`src/rtl/cardinal_input_port.sv`:
```
// Cardinal ring router input channel: two one-entry VC buffers swapped by polarity,
// hop-based route request towards PE / clockwise / counter-clockwise outputs.
module cardinal_input_port #(
    parameter int PACKET_SIZE = 64,
    parameter int HOP_MSB     = 8,
    parameter int HOP_LSB     = 15
) (
    input  logic                   clk,
    input  logic                   reset,
    input  logic                   polarity,
    input  logic                   si,
    output logic                   ri,
    input  logic [0:PACKET_SIZE-1] di,
    output logic                   req_local,
    output logic                   req_cw,
    output logic                   req_ccw,
    input  logic                   gnt_local,
    input  logic                   gnt_cw,
    input  logic                   gnt_ccw,
    output logic [0:PACKET_SIZE-1] dout,
    output logic                   vc_err
);

    localparam int HOP_W = HOP_LSB - HOP_MSB + 1;

    logic [0:PACKET_SIZE-1] pkt0, pkt1;
    logic                   full0, full1;

    logic                   ext_vc, int_vc;
    logic [0:PACKET_SIZE-1] pkt_hold;
    logic                   hold_valid;
    logic [HOP_W-1:0]       hop;
    logic                   hop_zero;
    logic                   req_any;
    logic                   grant;
    logic [0:PACKET_SIZE-1] pkt_dec;

    // polarity==1 exposes the even buffer upstream while the odd one drives the outputs
    assign ext_vc = ~polarity;
    assign int_vc = polarity;

    assign ri         = reset & ~(ext_vc ? full1 : full0);
    assign pkt_hold   = int_vc ? pkt1 : pkt0;
    assign hold_valid = reset & (int_vc ? full1 : full0);
    assign hop        = pkt_hold[HOP_MSB:HOP_LSB];
    assign hop_zero   = (hop == '0);

    assign req_local = hold_valid & hop_zero;
    assign req_cw    = hold_valid & ~hop_zero & ~pkt_hold[1];
    assign req_ccw   = hold_valid & ~hop_zero &  pkt_hold[1];
    assign req_any   = req_local | req_cw | req_ccw;

    assign grant = (gnt_local & req_local) | (gnt_cw & req_cw) | (gnt_ccw & req_ccw);

    always_comb begin
        pkt_dec                  = pkt_hold;
        pkt_dec[HOP_MSB:HOP_LSB] = hop - HOP_W'(1);
        dout                     = '0;
        if (req_any) begin
            dout = hop_zero ? pkt_hold : pkt_dec;
        end
    end

    // The write targets the external buffer and the grant clears the internal one,
    // so both can happen on the same edge without interacting.
    always_ff @(posedge clk) begin
        if (!reset) begin
            pkt0   <= '0;
            pkt1   <= '0;
            full0  <= 1'b0;
            full1  <= 1'b0;
            vc_err <= 1'b0;
        end else begin
            if (si && ri) begin
                if (ext_vc) begin
                    pkt1  <= di;
                    full1 <= 1'b1;
                end else begin
                    pkt0  <= di;
                    full0 <= 1'b1;
                end
                if (di[0] != ext_vc) begin
                    vc_err <= 1'b1;
                end
            end
            if (grant) begin
                if (int_vc) begin
                    full1 <= 1'b0;
                end else begin
                    full0 <= 1'b0;
                end
            end
        end
    end

endmodule

```
`config.mk`:
```
export PLATFORM = sky130hd
export DESIGN_NAME = cardinal_input_port
export DESIGN_NICKNAME = d
export VERILOG_FILES = /design/src/rtl/cardinal_input_port.sv
export SDC_FILE = /design/constraint.sdc
export NUM_CORES = 1
export LEC_CHECK = 0
export CAP_MARGIN = 5
export CORE_MARGIN = 2
export CORE_UTILIZATION = 55
export DETAILED_ROUTE_END_ITERATION = 10
export PLACE_DENSITY = 0.86
export SLEW_MARGIN = 20
export SYNTH_ARGS = -nofsm -noshare
export SYNTH_HDL_FRONTEND = slang
export SYNTH_SLANG_ARGS = --single-unit
```
`constraint.sdc`:
```
create_clock -name clk -period 3.5 [get_ports clk]
set_clock_uncertainty 0.2 [all_clocks]
set_input_delay 0.525 -clock clk [delete_from_list [all_inputs] [get_ports clk]]
set_output_delay 0.525 -clock clk [all_outputs]
set_load 0.01 [all_outputs]
```
# --- Yosys cells after proc, flatten, opt, wreduce, memory -nomap -nowiden ---
# Index checks and enable logic that the tools add are counted.
word_totals:
  regBits: 131
  inputBits: 71
  output_inout_bits: 69
  word_cells: 42
classes:
  addsub: 1
  n_eq_ne: 1
  n_mux: 13
  bitwise_logic: 17
  n_reduce_logical: 5
ops:
  columns: ["op", "count"]
  rows:
  - ["64-bit two-way mux", 2]
  - ["56-bit two-way mux", 1]
  - ["1-bit two-way mux", 10]
  - ["1-bit bitwise AND", 9]
  - ["8-bit logical NOT", 1]
  - ["8-bit by 1-bit subtractor with 8-bit output (second input constant)", 1]
  - ["2-bit AND reduction", 3]
  - ["1-bit inverter", 4]
  - ["1-bit bitwise OR", 4]
  - ["1-bit logical AND", 1]
  - ["1-bit != test", 1]

# --- Logic depth before layout (Yosys ltp) ---
depth:
  depth_word: 9
  depth_mapped: 8
  mapped_depth_nobuf: 5

# --- Worst setup path before layout ---
# Ideal clock, no wire load.
synth_timing:
  path_type: "input port to output port"
  start: "input polarity"
  end: "output dout[15] (netlist bit)"
  t_arrival_ps: 2103
  t_required_ps: 2775
  path_slack_ps: 672
  stages: 8
  path_buffers: 3
  cell_sequence: "buf_6 > buf_8 > buf_4 > mux2i_1 > ha_1 > o211ai_2 > or3_1 > a21oi_1"
synth_between:
  elab_chain_cells: 8
  word_cells_on_any_way: 15
  cone_classes: "1 x add/sub; 4 x mux; 9 x bitwise; 1 x reduce/logical"
synth_rtl:
  columns: ["element", "line", "source"]
  rows:
  - ["from (decl)", "10", "input logic polarity,"]
  - ["parallel branches: the longest is 7 deep, another holds 8-bit by 1-bit subtractor with 8-bit output", null, null]
  - ["64-bit two-way mux *", "59", "if (req_any) begin"]
  - ["to (decl)", "20", "output logic [0:PACKET_SIZE-1] dout,"]
# Every way passes the cells marked *.

# --- Worst setup path after layout ---
layout_timing:
  start: "input polarity"
  end: "output dout[10] (netlist bit)"
# Same word-level chain as after synthesis.

==> impl_metrics.yaml <==
logic_synthesis:
  ys.flop_type: "dfxtp_1"
  synth_area_leader_cell: "dfxtp_1"
  ys_types: 56
  netlist_area_um2: 6240
  netlist_top_cells_area: "dfxtp_1, nand2_1, a21boi_1, mux2i_1, nor2_1"
  avgSynthCellArea_um2: 8.18
  synthCells: 763
  synth_top_area_frac: 0.420
  synth-adder-area-share: 0.00401
  synth.most_common_cell: "nand2_1"
  async_flop_share: 0
  synth_compound_area_frac: 0.188
  ys_seq_elements: 131
  seq_area_frac_synth: 0.420
  yosys.area_share.simple: 0.227
  synth_common_cells: "nand2_1, dfxtp_1, a21boi_1"
  synth_edf_count: 0
  synth_top_family_by_area: "simple AND/OR/NAND/NOR gates"
  mappedNetlistNets: 836
  synth-xor-area-share: 0.00561
  yosysWarnings: 0
  yosys-mux-area-fraction: 0.105
layout:
  diodes: 0
  nets: 953
  syn_to_final_growth_pct: 32.7
  fin_area_um2: 8280
  seq_area_um2: 2620
  postLayoutCoreUtil: 0.757
  fillers: 798
  layout-drive-gt1-share: 0.0761
  multiInputGateArea_um2: 3310
clock_tree:
  cts_tree: "yes"
  numCtsBuffers: 17
  clk_latency_ps: 410
  hold_buffers: 0
  clockBufferDepth: 2
  cts_root_buf: "clkbuf_16"
  cts_max_level: 4
  cts.repair_timing.setup_buffer_count: 0
  cts.sinks: 131
  ctsResizeCount: 0
  clk_pin_slew_ps: 50
worst_setup_path:
  crit_type: "in2out"
  critPathMaxStageDelay_ps: 550
  cp_max_fo: 32
  cp.buffers_inverters: 3
  critPathTopFamily: "buffers and inverters"
  end_kind: "output pin"
  cp_cell_sequence: "buf_4 -> buf_4 -> nor3_1 -> o21ai_1 -> o221ai_1 -> a21oi_1 -> clkdlybuf4s50_1"
  reg2reg_depth: 5
  critical_path_arrival_ps: 2630
  worst-path-stages: 7
  critPathRequiredTime_ps: 2770
  critical_path.most_common_cell: "buf_4"
  start_kind: "input pin"
  critical_path.slowest_cell: "clkdlybuf4s50_1"
drt:
  via_per_inst: 5.60
  wirelength_um: 16400
  drc: 0
  wl_per_cell_um: 15.9
  first_iter_violations: 326
  first_pass_iters: 5
  ant_nets: 0
  vias: 5787
sta:
  setup_violations: 0
  hold_viol: 0
  relSlewSlack: 0.535
  tns_ps: 0
  fmax_mhz: 298
  tightestPinTransition_ps: 697
  period_share: 0.959
  period_minus_slack_ps: 3360
  rsz0062_at_grt: "no"
  slew_violations: 0
placement:
  place_area_um2: 7640
  hpwl_um: 10800
  portBuffers: 139
  gp_congestion: 0.931
global_routing:
  grtUsageTotal: 0.270
  antenna_found_initial: 0
  grt_start_max_net_pins: 79
  grt_first_pass_wirelength_um: 27400
  grt_overflow: 0
  grt_pass1_vias: 5821
run_status:
  status: "completed"
floorplan:
  core_um2: 10900
  num_io_pins: 140
  rows: 38
  die_area_um2: 12200
  die_x_um: 111
  die_height_um: 111
  initial_core_util: 0.571
power_and_ir_drop:
  seq_power_share: 0.408
  p_comb_frac: 0.104
  switching_share: 0.230
  vdd_drop_max_v: 0.000279
  p_clk_frac: 0.488
  p_switching_uw: 887
  internal_power_uw: 2970
  power_density_nw_per_um2: 466
  power.leakage_uw: 0.00300
worst_hold_path:
  hold_path.class: "reg2reg"
  whs_path_depth: 2
run:
  maxCapViolCount: 0
-- per-stage QoR --
stage          instances  total power, uW  hold slack [ps]  worst slack [ps]
4_1_cts             1033             3870              252               162
3_3_place_gp        1001             1980              239               235
3_5_place_dp        1001             2000              245               182
5_1_grt             1033             3980              269              10.1
2_1_floorplan        763             1840              234               672
6_report            1033             3860              251               144
-- per-layer routing --
metal	vias up	global-route usage	part of all wire
li1	2754	-	-
met1	2783	0.321	0.41
met2	222	0.478	0.51
met3	28	0.0609	0.061
met4	0	0.0942	0.017
met5	-	0	0
-- power by group through the flow --
stage | Clock, uW | Combinational [uW] | Sequential, uW
2_1_floorplan | 0 | 238 | 1600
3_3_place_gp | 0 | 383 | 1600
3_5_place_dp | 0 | 396 | 1610
4_1_cts | 1890 | 400 | 1570
5_1_grt | 1970 | 433 | 1580
6_report | 1880 | 401 | 1570
-- sequential cells by signal, indices dropped and copies added, names as in the netlist --
register / cells
vc_err: 1
full0: 1
pkt0: 64
full1: 1
pkt1: 64
-- placed cells by master, fill, tap and decap left out, types with 4 or more instances in the layout --
cell / count
nor2_1: 65
clkbuf_16: 17
dfxtp_1: 131
o21ai_0: 4
mux2i_1: 59
a21boi_0: 27
a21boi_1: 103
clkdlybuf4s50_1: 137
nand2_1: 260
buf_4: 16
bufinv_16: 4
-- worst register-to-register path, cell delays in order, from the launching register on --
cell and delay (ps):
dfxtp_1 330, nor2_1 180, nand3_2 570, buf_4 450, nand2_1 100, a21boi_1 90
-- final timing paths --
path / from / to / slack, ps
max: polarity / dout[10] / 140
min: pkt0[54] / pkt0[54] / 250
max reg2reg: full1 / pkt1[48] / 1450
min reg2reg: pkt0[54] / pkt0[54] / 250
-- cell families (layout without fill, tap and decap cells) --
family / count (synthesis) / in the layout
AOI/OAI and AO/OA: 154 / 154
xor gates and xnor gates: 4 / 4
adders and majority gates: 2 / 2
buffers and inverters: 58 / 188
DFF: 131 / 131
muxes: 63 / 63
and+or+nand+nor: 351 / 351
-- area by class of cell --
cell class,count,area share
timing repair buffer,155,0.185
clock buffer,20,0.0552
sequential,131,0.317
clock inverter,12,0.0216
multi-input combinational,574,0.400
inverter,1,0.000453
tap,140,0.0212
Note: power is estimated with default switching activity, not from simulation.
